[config.mk]
export PLATFORM = sky130hd
export DESIGN_NAME = multicycle_control
export DESIGN_NICKNAME = d
export VERILOG_FILES = /design/src/rtl/multicycle_control.sv
export SDC_FILE = /design/constraint.sdc
export NUM_CORES = 1
export LEC_CHECK = 0
export ABC_CLOCK_PERIOD_IN_PS = 5900
export BUFFER_PORTS_ARGS = -buffer_cell sky130_fd_sc_hd__buf_2
export CORE_MARGIN = 3
export CORE_UTILIZATION = 53
export CTS_CLUSTER_SIZE = 16
export DETAILED_ROUTE_END_ITERATION = 6
export GPL_TIMING_DRIVEN = 0
export MAX_ROUTING_LAYER = met4
export PLACE_DENSITY_LB_ADDON = 0.05
export SLEW_MARGIN = 20
export SYNTH_ARGS = -nofsm -noshare
export SYNTH_HDL_FRONTEND = slang
export SYNTH_SLANG_ARGS = --single-unit
[constraint.sdc]
create_clock -name clk -period 5.9 [get_ports clk]
set_clock_uncertainty 0.05 [all_clocks]
set_input_delay 0.885 -clock clk [delete_from_list [all_inputs] [get_ports clk]]
set_output_delay 0.885 -clock clk [all_outputs]
set_load 0.01 [all_outputs]
[src/rtl/multicycle_control.sv]
// Multi-cycle RV32I control unit: sequences fetch/decode/execute/memory/writeback over a
// shared datapath with one memory port, and owns ALU decode, the illegal trap and instret.
module multicycle_control #(
  parameter int ALUCTRL_W     = 3,
  parameter bit MEM_HANDSHAKE = 1'b1,
  parameter int CNT_W         = 32
) (
  input  logic                 clk,
  input  logic                 rst,
  input  logic [31:0]          Instr,
  input  logic                 EQ,
  input  logic                 mem_ready,
  output logic                 PCWrite,
  output logic                 IRWrite,
  output logic                 AdrSrc,
  output logic                 MemRead,
  output logic                 MemWrite,
  output logic                 RegWrite,
  output logic [1:0]           ALUsrcA,
  output logic [1:0]           ALUsrcB,
  output logic [ALUCTRL_W-1:0] ALUctrl,
  output logic [1:0]           ResultSrc,
  output logic [1:0]           ImmSrc,
  output logic [CNT_W-1:0]     instret,
  output logic                 retire,
  output logic                 illegal
);

  localparam logic [6:0] OP_LOAD   = 7'b0000011;
  localparam logic [6:0] OP_STORE  = 7'b0100011;
  localparam logic [6:0] OP_RTYPE  = 7'b0110011;
  localparam logic [6:0] OP_ITYPE  = 7'b0010011;
  localparam logic [6:0] OP_JAL    = 7'b1101111;
  localparam logic [6:0] OP_BRANCH = 7'b1100011;

  typedef enum logic [3:0] {
    S_FETCH,
    S_DECODE,
    S_MEMADR,
    S_MEMREAD,
    S_MEMWB,
    S_MEMWRITE,
    S_EXECR,
    S_EXECI,
    S_ALUWB,
    S_JAL,
    S_BRANCH,
    S_TRAP
  } state_t;

  typedef enum logic [1:0] {
    ALUOP_ADD   = 2'b00,
    ALUOP_SUB   = 2'b01,
    ALUOP_FUNCT = 2'b10
  } aluop_t;

  state_t     state;
  aluop_t     aluop;
  logic [2:0] alu_code;
  logic [6:0] op;
  logic [2:0] funct3;
  logic       funct7b5;
  logic       mem_ok;
  logic       unused_instr_bits;

  assign op       = Instr[6:0];
  assign funct3   = Instr[14:12];
  assign funct7b5 = Instr[30];
  assign mem_ok   = MEM_HANDSHAKE ? mem_ready : 1'b1;

  assign unused_instr_bits = ^{Instr[31], Instr[29:15], Instr[11:7]};

  // NOTE: clocked state is assigned with <= only, so every branch below sees the
  // pre-edge state and the combinational decode (which uses =) stays race-free.
  always_ff @(posedge clk) begin
    if (rst) begin
      state   <= S_FETCH;
      instret <= '0;
      illegal <= 1'b0;
    end else begin
      if (retire) instret <= instret + CNT_W'(1);
      case (state)
        S_FETCH:    if (mem_ok) state <= S_DECODE;
        S_DECODE: begin
          case (op)
            OP_LOAD, OP_STORE: state <= S_MEMADR;
            OP_RTYPE:          state <= S_EXECR;
            OP_ITYPE:          state <= S_EXECI;
            OP_JAL:            state <= S_JAL;
            OP_BRANCH:         state <= S_BRANCH;
            default: begin
              state   <= S_TRAP;
              illegal <= 1'b1;
            end
          endcase
        end
        S_MEMADR:   state <= (op == OP_STORE) ? S_MEMWRITE : S_MEMREAD;
        S_MEMREAD:  if (mem_ok) state <= S_MEMWB;
        S_MEMWB:    state <= S_FETCH;
        S_MEMWRITE: if (mem_ok) state <= S_FETCH;
        S_EXECR:    state <= S_ALUWB;
        S_EXECI:    state <= S_ALUWB;
        S_JAL:      state <= S_ALUWB;
        S_ALUWB:    state <= S_FETCH;
        S_BRANCH: begin
          // Only beq/bne are supported; other branch encodings trap without retiring.
          if (funct3[2:1] == 2'b00) begin
            state <= S_FETCH;
          end else begin
            state   <= S_TRAP;
            illegal <= 1'b1;
          end
        end
        S_TRAP:     state <= S_TRAP;
        default:    state <= S_FETCH;
      endcase
    end
  end

  always_comb begin
    // NOTE: every output gets a default first so no path through the case infers a latch.
    PCWrite   = 1'b0;
    IRWrite   = 1'b0;
    AdrSrc    = 1'b0;
    MemRead   = 1'b0;
    MemWrite  = 1'b0;
    RegWrite  = 1'b0;
    retire    = 1'b0;
    ALUsrcA   = 2'b00;
    ALUsrcB   = 2'b00;
    ResultSrc = 2'b00;
    ImmSrc    = 2'b00;
    aluop     = ALUOP_ADD;
    case (state)
      S_FETCH: begin
        MemRead   = 1'b1;
        ALUsrcB   = 2'b10;
        ResultSrc = 2'b10;
        IRWrite   = mem_ok;
        PCWrite   = mem_ok;
      end
      S_DECODE: begin
        // Branch/jump target is precomputed into ALUOut while the opcode is decoded.
        ALUsrcA = 2'b01;
        ALUsrcB = 2'b01;
        ImmSrc  = (op == OP_JAL) ? 2'b11 : 2'b10;
      end
      S_MEMADR: begin
        ALUsrcA = 2'b10;
        ALUsrcB = 2'b01;
        ImmSrc  = (op == OP_STORE) ? 2'b01 : 2'b00;
      end
      S_MEMREAD: begin
        AdrSrc  = 1'b1;
        MemRead = 1'b1;
      end
      S_MEMWB: begin
        ResultSrc = 2'b01;
        RegWrite  = 1'b1;
        retire    = 1'b1;
      end
      S_MEMWRITE: begin
        AdrSrc   = 1'b1;
        MemWrite = 1'b1;
        retire   = mem_ok;
      end
      S_EXECR: begin
        ALUsrcA = 2'b10;
        aluop   = ALUOP_FUNCT;
      end
      S_EXECI: begin
        ALUsrcA = 2'b10;
        ALUsrcB = 2'b01;
        aluop   = ALUOP_FUNCT;
      end
      S_ALUWB: begin
        RegWrite = 1'b1;
        retire   = 1'b1;
      end
      S_JAL: begin
        ALUsrcA = 2'b01;
        ALUsrcB = 2'b10;
        PCWrite = 1'b1;
      end
      S_BRANCH: begin
        ALUsrcA = 2'b10;
        aluop   = ALUOP_SUB;
        if (funct3 == 3'b000)      PCWrite = EQ;
        else if (funct3 == 3'b001) PCWrite = !EQ;
        retire = (funct3[2:1] == 2'b00);
      end
      default: ;
    endcase
    if (rst) begin
      PCWrite  = 1'b0;
      IRWrite  = 1'b0;
      MemRead  = 1'b0;
      MemWrite = 1'b0;
      RegWrite = 1'b0;
      retire   = 1'b0;
    end
  end

  always_comb begin
    alu_code = 3'b000;
    case (aluop)
      ALUOP_SUB: alu_code = 3'b001;
      ALUOP_FUNCT: begin
        case (funct3)
          3'b000:  alu_code = (funct7b5 && op[5]) ? 3'b001 : 3'b000;
          3'b010:  alu_code = 3'b101;
          3'b110:  alu_code = 3'b011;
          3'b111:  alu_code = 3'b010;
          default: alu_code = 3'b000;
        endcase
      end
      default: alu_code = 3'b000;
    endcase
  end

  assign ALUctrl = ALUCTRL_W'(alu_code);

endmodule

==> out/qor.yml <==
status:
  outcome: "completed"
worst_setup_path:
  cp_slowest_stage_delay_ns: 0.42
  critPathArrivalTime_ns: 2.45
  worstPathCellList: "clkbuf_1 > clkbuf_1 > nand2_1 > nor2_1 > ha_1 > nor4_1 > buf_2"
  start_kind: "flip-flop"
  startpoint: "state[1]"
  cp_max_fo: 10
  end_kind: "primary output"
  crit_required_ns: 4.97
  cp_slowest_cell: "dfxtp_1"
  worstSetupPathType: "flip-flop to primary output"
  path_buf_inv: 3
  cp_top_family: "buffers and inverters"
  critical_path.most_common_cell: "clkbuf_1"
  worstReg2RegStart: "instret[8]"
synthesis:
  syn_area_per_cell_um2: 7.71
  synthMostInstantiatedCell: "dfxtp_1"
  synth_commonest_cells: "37 x dfxtp_1, 35 x a21oi_1, 29 x nand2_1"
  synth_top_cell_area_share_pct: 31.7
  synthFlopType: "dfxtp_1"
  async_flop_share_pct: 0
  syn_area_um2: 2340
  synth_fp_nets: 342
  synth.distinct_cells: 45
  synthCells: 303
  synth_edf_count: 0
  yosys.area.top_type: "dfxtp_1"
  ys_ff_latch: 37
  ys_seq_area_share_pct: 31.7
  ys_warn_count: 0
  synth.area.top_cells: "dfxtp_1 32%, a21oi_1 7.5%, o31ai_1 6.4%"
sta:
  tns_ns: 0
  finalHoldViolCount: 0
  relSlewSlack_pct: 46.7
  final.min_clock_period_ns: 3.38
  rsz0062_at_grt: "false"
  drv_slew: 0
  fmax_mhz: 296
  finalSetupViolations: 0
  worst_pin_slew_ns: 0.792
  worst_slack_ns: 2.52
  timing.final.crit_share_pct: 57.3
place:
  dp_slack_ns: 2.77
  gp_congestion: 0.913
  dpl.hpwl_um: 4470
  placed_area_um2: 2720
  portBuffers: 64
floorplan:
  coreArea_um2: 4120
  die_h_um: 72.4
  io_pins: 87
  num_rows: 23
  die_width_um: 72.4
  dieArea_um2: 5240
  initial_core_util_pct: 56.8
cts:
  cts_sinks: 37
  cts_made_buffers: 5
  cts_tree: "yes"
  clk_pin_slew_ns: 0.07
  post_cts_buffers: 0
  root_buffer: "clkbuf_8"
  cts.path.max_buffers: 2
  htree_levels: 2
  cts-hold-fix-buffers: 0
  clk_latency_ns: 0.28
  cts_resized: 0
grt:
  grt_pass1_wl_um: 10500
  antenna_found_initial: 0
  grt_overflow: 0
  grt_pass1_vias: 2267
  grt.total_usage_pct: 25.2
  grt_start_max_net_pins: 11
routing:
  drtIter0Drc: 151
  wl_um: 6180
  routed_via_density: 5.98
  ant_nets: 0
  wl_per_cell_um: 14.6
  num_vias: 2536
  drc: 0
  dr.pass1.iters: 4
pwr:
  ir_worst_vdd_v: 0.000188
  power.leakage_nw: 1.09
  p_per_area_nw_per_um2: 260
  p_total_uw: 730
cells_and_area:
  diodes: 0
  nets: 413
  fin_area_um2: 2810
  area_delta_synth_final_pct: 20.1
  final_layout_size_suffix_gt1_share_pct: 22.7
  final_util_pct: 68.2
worst_hold_path:
  min_from: "instret[31]"
  min_path_type: "flip-flop to flip-flop"
run:
  maxCapViolations: 0
## per-layer routing
| metal | up-vias | global-route usage [%] | wire length, µm |
|---|---|---|---|
| li1 | 1289 | - | - |
| met1 | 1151 | 33.2 | 2890 |
| met2 | 90 | 39.9 | 2800 |
| met3 | 6 | 4.71 | 442 |
| met4 | 0 | 6.15 | 51 |
| met5 | - | - | 0 |
## sequential cells by signal, summed over array words and instances (netlist names)
register  cells
state         4
illegal       1
instret      32
## kinds of logic after synthesis
logic type	count (synthesis)	share of synthesized area, %
AO/OA/AOI/OAI	89	23.7
adder cells (fa/ha/maj)	3	1.61
AND/OR/NAND/NOR	136	34.9
multiplexers	1	0.429
buffers and inverters	32	5.84
flip-flops	37	31.7
XOR/XNOR	5	1.88
## worst paths after layout
check	end	slack [ns]	cells past startpoint
max	ALUctrl[2]	2.52	7
min	instret[31]	0.42	2
max reg2reg	instret[20]	3.51	7
min reg2reg	instret[31]	0.42	2
## cell usage in the layout (no fill, tap or decap), types with 3 or more instances in the layout
cell      netlist  layout
clkbuf_8        0       6
nand2b_1        8       8
a21oi_1        35      35
and4_1          3       3
buf_2           7      71
inv_1          12      12
dfxtp_1        37      37
ha_1            3       3
nand4_1         3       3
nand2_1        29      29
nand3_1        12      12
a31oi_1         4       4
nor2b_1         5       5
clkbuf_1       10      11
or3_1           9       9
xnor2_1         3       3
nor2_1         18      18
nor3_1          9       9
nor4_1          7       7
and3_1          3       3
o31ai_1        20      20
o21ai_0        13      13
a22oi_1         3       3
or4_1          20      20
## tightest hold or removal path: stages, from the launching register on
cell and delay [ns]:
dfxtp_1 0.32, o31ai_1 0.06, a21oi_1 0.05
## layout make-up
class,instances,area (µm²)
fill,351,1310
clock buffer,7,86.3
buffer,20,91.3
timing repair buffer,64,320
sequential,37,741
tap,50,62.6
inverter,12,45.0
multi-input combinational,234,1460
## report_power, final
| part | total [mW] | internal [mW] | switching (mW) | leakage (nW) |
|---|---|---|---|---|
| combinational | 0.276 | 0.108 | 0.169 | 0.748 |
| clock | 0.181 | 0.0928 | 0.0883 | 0.0443 |
| sequential | 0.272 | 0.263 | 0.00953 | 0.299 |
| total | 0.730 | 0.463 | 0.266 | 1.09 |
## through the flow
step / std cells / hold WS [ns]
floorplan: 303 / 0.434
global placement: 417 / 0.402
detailed placement: 417 / 0.412
CTS: 424 / 0.425
global route: 424 / 0.443
finish: 424 / 0.423
Power figures use the tool's default switching activity.
